[src/rtl/spi_master_param_if.sv]
// spi_master_param_if: controller-side and serial-side signals of spi_master_param.
// The master modport is the SPI master's view; the slave modport is the
// controlling logic / off-block side that drives requests and MISO.
interface spi_master_param_if #(
  parameter int DATA_WIDTH = 8,
  parameter int NUM_SLAVES = 3,
  parameter int SEL_W      = 2
);
  logic                  start;
  logic [SEL_W-1:0]      slaveSelect;
  logic                  cpol;
  logic                  cpha;
  logic [DATA_WIDTH-1:0] masterDataToSend;
  logic [DATA_WIDTH-1:0] masterDataReceived;
  logic                  busy;
  logic                  done;
  logic                  SCLK;
  logic [NUM_SLAVES-1:0] CS;
  logic                  MOSI;
  logic                  MISO;

  modport master (
    input  start, slaveSelect, cpol, cpha, masterDataToSend, MISO,
    output masterDataReceived, busy, done, SCLK, CS, MOSI
  );

  modport slave (
    output start, slaveSelect, cpol, cpha, masterDataToSend, MISO,
    input  masterDataReceived, busy, done, SCLK, CS, MOSI
  );
endinterface

[src/rtl/spi_master_param.sv]
// spi_master_param: parametrised SPI master, all four CPOL/CPHA modes,
// configurable word width, slave count and SCLK half-period (CLK_DIV).
// Optional feature macro: SPI_MASTER_LSB_FIRST_EN selects LSB-first bit order
// (received bits fill from the MSB); default is MSB first.
module spi_master_param #(
  parameter int DATA_WIDTH = 8,
  parameter int NUM_SLAVES = 3,
  parameter int SEL_W      = 2,
  parameter int CLK_DIV    = 1
) (
  input  logic                  clk,
  input  logic                  reset,
  spi_master_param_if.master    bus
);

  localparam int DIV_W  = (CLK_DIV > 1) ? $clog2(CLK_DIV) : 1;
  localparam int EDGE_W = $clog2(2 * DATA_WIDTH);
  localparam logic [DIV_W-1:0]  DIV_LAST  = DIV_W'(CLK_DIV - 1);
  localparam logic [EDGE_W-1:0] EDGE_LAST = EDGE_W'(2 * DATA_WIDTH - 1);

  typedef enum logic [2:0] {IDLE, SETUP, TRANSFER, HOLD, DONE} state_t;

  state_t                state;
  logic [DIV_W-1:0]      div_cnt;
  logic [EDGE_W-1:0]     edge_cnt;
  logic [DATA_WIDTH-1:0] tx_sh;
  logic [DATA_WIDTH-1:0] rx_sh;
  logic                  cpol_q;
  logic                  cpha_q;
  logic                  sel_ok;

`ifdef SPI_MASTER_LSB_FIRST_EN
  function automatic logic first_bit(input logic [DATA_WIDTH-1:0] w);
    return w[0];
  endfunction
  function automatic logic [DATA_WIDTH-1:0] shift_tx(input logic [DATA_WIDTH-1:0] w);
    return w >> 1;
  endfunction
  function automatic logic [DATA_WIDTH-1:0] shift_rx(input logic [DATA_WIDTH-1:0] w, input logic b);
    return {b, w[DATA_WIDTH-1:1]};
  endfunction
`else
  function automatic logic first_bit(input logic [DATA_WIDTH-1:0] w);
    return w[DATA_WIDTH-1];
  endfunction
  function automatic logic [DATA_WIDTH-1:0] shift_tx(input logic [DATA_WIDTH-1:0] w);
    return w << 1;
  endfunction
  function automatic logic [DATA_WIDTH-1:0] shift_rx(input logic [DATA_WIDTH-1:0] w, input logic b);
    return {w[DATA_WIDTH-2:0], b};
  endfunction
`endif

  // Requests to a non-existent slave are dropped without leaving IDLE
  always_comb sel_ok = ({1'b0, bus.slaveSelect} < (SEL_W + 1)'(NUM_SLAVES));

  // Transaction sequencer: state, counters, shift registers and all registered outputs
  always_ff @(posedge clk or negedge reset) begin
    if (!reset) begin
      state                  <= IDLE;
      div_cnt                <= '0;
      edge_cnt               <= '0;
      tx_sh                  <= '0;
      rx_sh                  <= '0;
      cpol_q                 <= 1'b0;
      cpha_q                 <= 1'b0;
      bus.SCLK               <= 1'b0;
      bus.CS                 <= '1;
      bus.MOSI               <= 1'b0;
      bus.busy               <= 1'b0;
      bus.done               <= 1'b0;
      bus.masterDataReceived <= '0;
    end else begin
      bus.done <= 1'b0;
      case (state)
        IDLE: begin
          if (bus.start && sel_ok) begin
            cpol_q   <= bus.cpol;
            cpha_q   <= bus.cpha;
            bus.SCLK <= bus.cpol;
            bus.CS   <= ~(NUM_SLAVES'(1) << bus.slaveSelect);
            bus.busy <= 1'b1;
            div_cnt  <= '0;
            edge_cnt <= '0;
            rx_sh    <= '0;
            // CPHA=0 presents the first bit before the first (sampling) edge
            if (!bus.cpha) begin
              bus.MOSI <= first_bit(bus.masterDataToSend);
              tx_sh    <= shift_tx(bus.masterDataToSend);
            end else begin
              tx_sh    <= bus.masterDataToSend;
            end
            state <= SETUP;
          end
        end
        SETUP: begin
          if (div_cnt == DIV_LAST) begin
            div_cnt <= '0;
            state   <= TRANSFER;
          end else begin
            div_cnt <= div_cnt + 1'b1;
          end
        end
        TRANSFER: begin
          if (div_cnt == DIV_LAST) begin
            div_cnt  <= '0;
            bus.SCLK <= ~bus.SCLK;
            // Even edge_cnt is a leading edge (edges counted from zero)
            if (!edge_cnt[0]) begin
              if (cpha_q) begin
                bus.MOSI <= first_bit(tx_sh);
                tx_sh    <= shift_tx(tx_sh);
              end else begin
                rx_sh <= shift_rx(rx_sh, bus.MISO);
              end
            end else begin
              if (cpha_q) begin
                rx_sh <= shift_rx(rx_sh, bus.MISO);
              end else if (edge_cnt != EDGE_LAST) begin
                bus.MOSI <= first_bit(tx_sh);
                tx_sh    <= shift_tx(tx_sh);
              end
            end
            if (edge_cnt == EDGE_LAST) begin
              edge_cnt <= '0;
              state    <= HOLD;
            end else begin
              edge_cnt <= edge_cnt + 1'b1;
            end
          end else begin
            div_cnt <= div_cnt + 1'b1;
          end
        end
        HOLD: begin
          if (div_cnt == DIV_LAST) begin
            div_cnt                <= '0;
            bus.CS                 <= '1;
            bus.busy               <= 1'b0;
            bus.done               <= 1'b1;
            bus.masterDataReceived <= rx_sh;
            state                  <= DONE;
          end else begin
            div_cnt <= div_cnt + 1'b1;
          end
        end
        DONE: begin
          state <= IDLE;
        end
        default: begin
          state <= IDLE;
        end
      endcase
    end
  end

endmodule
[src/flat_wrapper.sv]
// flat-port wrapper written by rule: the top's interface ports become plain ports
module spi_master_param_flat 
#(
  parameter int DATA_WIDTH = 8,
  parameter int NUM_SLAVES = 3,
  parameter int SEL_W      = 2,
  parameter int CLK_DIV    = 1
)
  (clk, reset, bus_start, bus_slaveSelect, bus_cpol, bus_cpha, bus_masterDataToSend, bus_MISO, bus_masterDataReceived, bus_busy, bus_done, bus_SCLK, bus_CS, bus_MOSI);
  spi_master_param_if #(.DATA_WIDTH(DATA_WIDTH), .NUM_SLAVES(NUM_SLAVES), .SEL_W(SEL_W)) bus_i ();
  input  logic clk;
  input  logic reset;
  input wire logic [$bits(bus_i.start)-1:0] bus_start;
  input wire logic [$bits(bus_i.slaveSelect)-1:0] bus_slaveSelect;
  input wire logic [$bits(bus_i.cpol)-1:0] bus_cpol;
  input wire logic [$bits(bus_i.cpha)-1:0] bus_cpha;
  input wire logic [$bits(bus_i.masterDataToSend)-1:0] bus_masterDataToSend;
  input wire logic [$bits(bus_i.MISO)-1:0] bus_MISO;
  output wire logic [$bits(bus_i.masterDataReceived)-1:0] bus_masterDataReceived;
  output wire logic [$bits(bus_i.busy)-1:0] bus_busy;
  output wire logic [$bits(bus_i.done)-1:0] bus_done;
  output wire logic [$bits(bus_i.SCLK)-1:0] bus_SCLK;
  output wire logic [$bits(bus_i.CS)-1:0] bus_CS;
  output wire logic [$bits(bus_i.MOSI)-1:0] bus_MOSI;
  assign bus_i.start = bus_start;
  assign bus_i.slaveSelect = bus_slaveSelect;
  assign bus_i.cpol = bus_cpol;
  assign bus_i.cpha = bus_cpha;
  assign bus_i.masterDataToSend = bus_masterDataToSend;
  assign bus_i.MISO = bus_MISO;
  assign bus_masterDataReceived = bus_i.masterDataReceived;
  assign bus_busy = bus_i.busy;
  assign bus_done = bus_i.done;
  assign bus_SCLK = bus_i.SCLK;
  assign bus_CS = bus_i.CS;
  assign bus_MOSI = bus_i.MOSI;
  spi_master_param #(.DATA_WIDTH(DATA_WIDTH), .NUM_SLAVES(NUM_SLAVES), .SEL_W(SEL_W), .CLK_DIV(CLK_DIV)) u_core (.clk(clk), .reset(reset), .bus(bus_i));
endmodule
[config.mk]
export PLATFORM = sky130hd
export DESIGN_NAME = spi_master_param_flat
export DESIGN_NICKNAME = d
export VERILOG_FILES = /design/src/rtl/spi_master_param_if.sv /design/src/rtl/spi_master_param.sv /design/src/flat_wrapper.sv
export SDC_FILE = /design/constraint.sdc
export NUM_CORES = 1
export LEC_CHECK = 0
export ABC_AREA = 1
export BUFFER_PORTS_ARGS = -buffer_cell sky130_fd_sc_hd__buf_2
export CAP_MARGIN = 20
export CORE_UTILIZATION = 45
export DETAILED_ROUTE_END_ITERATION = 16
export PLACE_DENSITY = 0.72
export SYNTH_ARGS = -nofsm -noshare
export SYNTH_HDL_FRONTEND = slang
export SYNTH_SLANG_ARGS = --single-unit
[constraint.sdc]
create_clock -name clk -period 1.7 [get_ports clk]
set_input_delay 0.34 -clock clk [delete_from_list [all_inputs] [get_ports clk]]
set_output_delay 0.34 -clock clk [all_outputs]
set_load 0.01 [all_outputs]
After elaboration in Yosys (flattened, before gate mapping) --
Cells that the tools add are included.
Storage, ports and cells: bits in registers 40, logic and storage cells 96
Operators by class: add/subtract/negate cells 2, $lt $le $gt $ge 1, eq/ne operators 16, shift-type cells 1, muxes and demuxes 46, bitwise gates (word level) 3, reductions and logical operators 15
Operator list (count):
- $mux 8 | 12
- $pmux 8 s2 | 2
- $mux 3 | 7
- $mux 1 | 15
- $mux 4 | 3
- $pmux 3 s4 | 1
- $reduce_and 5->1 | 2
- $ne 2x2->1 const B | 4
- $pmux 1 s2 | 4
- $pmux 4 s2 | 1
- $reduce_and 7->1 | 1
- $eq 3x2->1 const B | 2
- $ne 3x1->1 const B | 2
- $ne 3x3->1 const B | 2
- $pmux 3 s2 | 1
- $reduce_and 2->1 | 3
- $reduce_and 3->1 | 2
- $reduce_and 6->1 | 1
- $reduce_bool 2->1 | 3
- $add 4x1->4 const B | 1
- $eq 4x4->1 const B | 1
- $ne 2x1->1 const B | 2
- $ne 4x4->1 const B | 1
- $eq 3x1->1 const B | 1
- 9 further kinds | 10

Depth between registers and ports, before layout --
Gate-level depths: netlist of the first run.
depth in word-level cells 6, gate-level depth with buffers 9, gate-level depth less buffers 9

Worst setup path after synthesis of the first run --
Ideal clock, no wire load.
path kind register to register, start reg u_core.state[1], end reg u_core.tx_sh[1], setup time 0.116 ns, data arrival time 1.186 ns, slack 0.398 ns, stages on the path, launching flop included 9, buffers on the path 0, clock period less this slack 1.302 ns, cells stage by stage dfrtp_1 nor2_2 nand2_1 nor2_4 inv_4 nand2_8 nand3_4 nand2_1 nand2_1
On the way: word-level cells in the longest chain between the ends 3, elaborated cells on any way between the ends 10
Ends and longest elaborated chain:
- from (decl) | line spi_master_param.sv:23 | state_t state;
- from (signal assigned) | line spi_master_param.sv:60 | state <= IDLE;
- from (signal assigned) | line spi_master_param.sv:93 | state <= SETUP;
- from (signal assigned) | line spi_master_param.sv:99 | state <= TRANSFER;
- $eq 3x2->1 / $logic_not 3->1 (equally long branches) | line spi_master_param.sv:75 | case (state)
- $ne 3x3->1 (no line), or another cell as far along
- $reduce_and 6->1 (no line)
- to (signal assigned) | line spi_master_param.sv:89 | tx_sh <= shift_tx(bus.masterDataToSend);
- to (signal assigned) | line spi_master_param.sv:91 | tx_sh <= bus.masterDataToSend;
- to (signal assigned) | line spi_master_param.sv:112 | tx_sh <= shift_tx(tx_sh);
- to (decl) | line spi_master_param.sv:26 | logic [DATA_WIDTH-1:0] tx_sh;
Parallel ways exist; a longest one is shown, timed or not. A chain may end at the register's enable or synchronous reset.

Final worst setup path of the first run --
start reg u_core.state[1], end reg u_core.tx_sh[3]
The elaborated chain is that of the path after synthesis.

==> metrics.yaml, run 1 <==
status: "completed"
clock-sinks: 39
cts_buffer_depth: 2
ys_types: 30
clk_pin_slew_ns: 0.07
p_switching_mw: 1.677
wl_per_cell_um: 11.31
setup_viol_count_final: 0
fp-row-count: 23
dpl.hpwl_mm: 2.747
fp.dieH_um: 67.33
vias: 1583
first_global_vias: 1420
pwr-share-seq_pct: 37.9
synth_seq_area_share_pct: 51.01
criticalPathCategory: "register to register"
switching_share_pct: 42.72
critPathCaptureType: "register"
grt_pass1_wl_mm: 6.285
die_width_um: 67.33
min_from: "bus_slaveSelect[1]"
cts_tree: "done"
nets: 286
relSlewSlack_pct: 78.65
intPower_mw: 2.249
post-cts-setup-buffers: 0
drtIter0Drc: 70
die_area_um2: 4533
cts_buffers: 5
antenna_found_initial: 0
max-cap-violations: 0
crit_required_ns: 1.89
ys_warn_count: 0
tightest_slew_ns: 0.3195
min_period_over_period_pct: 90.27
power_mw: 3.926
portBuffers: 30
regToRegStartpoint: "u_core.state[1]"
fin_setup_tns_ns: 0
drive_gt1_share_pct: 22.59
io_pins: 31
wl_mm: 3.619
place.gp.congestion: 0.7923
min_period_ns: 1.535
final_max_slew_viol_count: 0
dr.pass1.iters: 4
cp-startpoint: "u_core.state[1]"
leakage_nw: 1.148
root_buffer: "clkbuf_8"
vias_per_cell: 4.947
initial_core_util_pct: 47.33
p_clk_share_pct: 17.2
synth.net_count: 249
ys_ff_latch: 39
synth_area_um2: 1921
fmax_ghz: 0.6517
diodes: 0
worstPathMaxFanout: 10
gr-total-overflow: 0
hold_path.class: "input port to register"
htree_levels: 2
grt_usage_pct: 19.14
power.share.combinational_pct: 44.9
skew_ns: 0.004429
ir_worst_vdd_uv: 695.7
drc_errors: 0
area_delta_synth_final_pct: 17.07
critPathLaunchType: "register"
power_density_nw_per_um2: 1746
finalHoldViolCount: 0
clkLatencyLatePin_ns: 0.29
coreArea_um2: 4058
syn_avg_cell_area_um2: 8.278
grt_max_degree: 20
final_antenna_net_count: 0
crit_arrival_ns: 1.72
synth_cells: 232
rsz0062_at_grt: "false"
## stage by stage
stage               area [um2]  instances  worst slack [ns]  hold slack, ns  utilization, %
CTS                       2248        320            0.1530          0.2194           55.41
detailed placement        2138        311            0.1572          0.2385           52.70
floorplan                 1921        232            0.3979         0.04441               -
global placement          2138        311            0.1867          0.2349           52.70
global route              2248        320           0.04705          0.2275           55.41
finish                    2248        320            0.1654          0.2307           55.41
## flip-flops by register name, summed over array words and instances, names as in the netlist
register,flops
u_core.edge_cnt,4
u_core.bus.MOSI,1
u_core.bus.masterDataReceived,8
u_core.bus.busy,1
u_core.state,3
u_core.cpha_q,1
u_core.bus.done,1
u_core.bus.SCLK,1
u_core.bus.CS,3
u_core.tx_sh,8
u_core.rx_sh,8
## Yosys cell counts, drive strengths merged
cell    count  area (um2)
nand2      92       374.1
dfrtp      36       900.9
nor2       31       148.9
inv        17       68.82
o21ai      11       55.05
nand3      10       92.59
nand4       8       50.05
a31oi       7       43.79
nor3        4       20.02
buf         3       17.52
dfstp       3       78.83
a21oi       2       10.01
clkbuf      2       7.510
a22o        1       8.760
and3        1       6.260
ha          1       12.51
o211ai      1       7.510
xnor2       1       8.760
xor2        1       8.760
## path summary, 6_finish.rpt
| path | to | depth (start not counted) | slack (ns) |
|---|---|---|---|
| max in group asynchronous | u_core.edge_cnt[1] | 3 | 0.74 |
| hold reg to reg | u_core.rx_sh[6] | 2 | 0.47 |
| setup / recovery | u_core.tx_sh[3] | 8 | 0.17 |
| hold / removal | u_core.bus.CS[2] | 2 | 0.23 |
| setup reg to reg | u_core.tx_sh[3] | 8 | 0.17 |
| min in group asynchronous | u_core.bus.masterDataReceived[5] | 2 | 0.46 |
## area by class of cell
| class | instances | area [um2] |
|---|---|---|
| tap | 50 | 62.56 |
| timing repair buffer | 35 | 190.2 |
| inverter | 17 | 68.82 |
| sequential | 39 | 979.7 |
| fill | 386 | 1809 |
| multi-input combinational | 171 | 847.1 |
| clock buffer | 8 | 100.1 |
## cell families (layout without fill, tap and decap cells)
| group | count (synthesis) | in the layout | share of synthesized area, % |
|---|---|---|---|
| and+or+nand+nor | 146 | 146 | 36.03 |
| DFF | 39 | 39 | 51.01 |
| AOI/OAI and AO/OA | 22 | 22 | 6.515 |
| buffers and inverters | 22 | 60 | 4.887 |
| xor gates and xnor gates | 2 | 2 | 0.9122 |
| adders and majority gates | 1 | 1 | 0.6514 |
## power groups by stage
stage | logic (mW) | clock network (mW) | registers, mW
after floorplan | 1.32 | 0 | 1.52
after global placement | 1.75 | 0 | 1.49
after detailed placement | 1.79 | 0 | 1.50
after CTS | 1.79 | 0.693 | 1.49
after global routing | 2.03 | 0.744 | 1.52
final | 1.76 | 0.677 | 1.49
## placed cells by master, fill, tap and decap left out, types with 2 or more instances in the layout
| cell | n |
|---|---|
| buf_2 | 30 |
| clkbuf_8 | 7 |
| inv_1 | 13 |
| nor2_4 | 4 |
| nand2_2 | 2 |
| o21ai_0 | 4 |
| inv_4 | 2 |
| nand4_1 | 8 |
| a31oi_1 | 7 |
| o21ai_1 | 7 |
| dfstp_2 | 3 |
| dfrtp_1 | 36 |
| a21oi_1 | 2 |
| nand3_4 | 3 |
| nor2_1 | 26 |
| buf_4 | 4 |
| nand2_1 | 88 |
| nor3_1 | 4 |
| nand3_1 | 6 |
| inv_2 | 2 |
## routing by layer
metal / up-vias / track usage (%) / wire (um)
met5: - / 0 / 0
met4: 0 / 6.649 / 48
met3: 6 / 6.250 / 163
met2: 33 / 33.25 / 1713
met1: 721 / 21.89 / 1694
li1: 823 / - / -
## worst max-delay path: stages, from the launching register on
cell,delay [ns]
dfrtp_1,0.45
nor2_2,0.15
nand2_1,0.14
nor2_4,0.23
inv_4,0.09
nand2_8,0.11
nand3_4,0.12
nand2_1,0.09
nand2_1,0.05
## repair_timing
item | in CTS | in global routing
hold buffers | 1 | 0
endpoints found under the hold margin | 9 | 0
resized for setup | 0 | 0
(Power assumes the default switching activity.)
==> inputs of run 2 (changes only) <==
CORE_UTILIZATION = 55   (was 45)
PLACE_DENSITY = 0.84   (was 0.72)
==> run 2 against run 1 <==
Against the previous run: final cell count decreased by 1.3%; global-route usage rose by 4.2 points; register-to-register slack gained 0.02 ns; clock skew up 0.011 ns; combinational power hardly changed; worst setup slack improved by 0.022 ns; maximum frequency up 1.5%; sequential share of layout area up 0.89 points; critical path depth is the same; first-iteration DRC count grew 1.4%; via count rose by 1.5%; largest power group unchanged.
==> metrics.yaml, run 2 (synthesis results as in run 1) <==
fmax_ghz: 0.6613
critPathLaunchType: "register"
drtIter0Drc: 71
coreArea_um2: 3337
min_from: "bus_slaveSelect[0]"
vias: 1606
grt_util_met2_pct: 37.27
utilization_pct: 66.03
io_pins: 31
wl_mm: 3.668
max-cap-violations: 0
first_global_vias: 1487
leakage_nw: 1.132
dpl.hpwl_mm: 2.654
wl_per_cell_um: 11.61
clk_pin_slew_ns: 0.12
min_period_ns: 1.512
grt_max_degree: 21
use_met3_pct: 5.042
diodes: 0
htree_levels: 2
tightest_slew_ns: 0.4460
clock-sinks: 39
met1_usage_pct: 29.88
place.gp.congestion: 0.7876
power_density_nw_per_um2: 1711
relSlewSlack_pct: 70.26
drc_errors: 0
worstPathMaxFanout: 10
final_cell_mix: "88 x nand2_1, 36 x dfrtp_1, 30 x buf_2"
clkLatencyLatePin_ns: 0.36
area_delta_synth_final_pct: 14.72
drive_gt1_share_pct: 22.59
die_width_um: 61.10
crit_arrival_ns: 1.78
cts_tree: "done"
holdPathEnd: "u_core.bus.CS[1]"
p_clk_share_pct: 13.5
portBuffers: 30
reg_top3: "u_core.bus.masterDataReceived x8, u_core.rx_sh x8, u_core.tx_sh x8"
status: "completed"
antenna_found_initial: 0
fin_setup_tns_ns: 0
vias_per_cell: 5.082
final_max_slew_viol_count: 0
initial_core_util_pct: 57.56
ctsResizeCount: 0
root_buffer: "clkbuf_4"
grt_usage_pct: 23.31
grt_pass1_wl_mm: 6.279
r2r_setup_slack_ns: 0.19
dr.pass1.iters: 4
die_area_um2: 3733
fp.dieH_um: 61.10
nets: 286
intPower_mw: 2.076
setup_viol_count_final: 0
rsz0062_at_grt: "false"
hold_path.class: "input port to register"
final_antenna_net_count: 0
switching_share_pct: 44.92
holdPathStages: 2
finalHoldViolCount: 0
grt_busiest_layer: "met2"
nFillCells: 297
crit_required_ns: 1.97
skew_ns: 0.01508
cts_buffers: 5
gr-total-overflow: 0
r2r_end: "u_core.tx_sh[7]"
criticalPathCategory: "register to register"
critPathCaptureType: "register"
cts_buffer_depth: 2
power.share.combinational_pct: 47.0
post-cts-setup-buffers: 0
p_switching_mw: 1.693
reg2regPathDepth: 8
ir_worst_vdd_uv: 850.2
regToRegStartpoint: "u_core.state[0]"
min_period_over_period_pct: 88.95
pwr-share-seq_pct: 39.5
layout_commonest_cell: "nand2_1"
fp-row-count: 21
## run 2: cell types whose count changed in the layout (fill, tap and decap cells not counted), sizes merged
cell / before / now
clkbuf: 8 / 7
clkinv: 0 / 1
## run 2: worst max path at each step
stage	start	endpoint
after floorplan	u_core.state[1]	u_core.tx_sh[1]
after global placement	u_core.state[0]	u_core.rx_sh[1]
after detailed placement	u_core.state[1]	u_core.tx_sh[7]
after CTS	u_core.state[0]	u_core.tx_sh[7]
after global routing	u_core.state[0]	u_core.tx_sh[7]
final	u_core.state[0]	u_core.tx_sh[7]
## run 2: what timing repair did
item / in CTS / in global routing
hold buffers: 1 / 0
endpoints found under the setup margin: 0 / 0
endpoints found under the hold margin: 18 / 0
## run 2: area by class of cell
cell class | instances | area [um2] | share of cell area (%)
Clock buffer | 7 | 55.05 | 2.499
Clock inverter | 1 | 5.005 | 0.2271
Inverter | 17 | 68.82 | 3.123
Multi-Input combinational cell | 171 | 847.1 | 38.44
Sequential cell | 39 | 979.7 | 44.46
Tap cell | 46 | 57.56 | 2.612
Timing Repair Buffer | 35 | 190.2 | 8.631
## run 2: worst max-delay path: stages (launching register included)
cell     delay (ns)
dfrtp_1        0.45
nor2_2         0.17
nand2_1        0.13
nor2_4         0.21
inv_4          0.09
nand2_8        0.11
nand3_4        0.12
nand2_1        0.09
nand2_1        0.05
## run 2: power by group through the flow
stage	logic, mW	registers (mW)	clock network, mW
after floorplan	1.32	1.52	0
after global placement	1.73	1.49	0
after detailed placement	1.78	1.50	0
after CTS	1.79	1.49	0.510
after global routing	2.05	1.53	0.554
final	1.77	1.49	0.511
## run 2: metal layers
layer	wire length, um	share of wire (%)
met1	1699	46
met3	151	4.1
met4	68	1.9
met5	0	0
met2	1749	48
## run 2: through the flow
step | worst slack [ns] | area [um2] | total power [mW] | cells | hold slack, ns
after CTS | 0.1704 | 2203 | 3.785 | 316 | 0.1534
after global placement | 0.2278 | 2133 | 3.226 | 307 | 0.3003
after floorplan | 0.3979 | 1921 | 2.838 | 232 | 0.04441
after global routing | 0.04674 | 2203 | 4.132 | 316 | 0.1754
final | 0.1879 | 2203 | 3.770 | 316 | 0.1601
after detailed placement | 0.1829 | 2133 | 3.277 | 307 | 0.3090
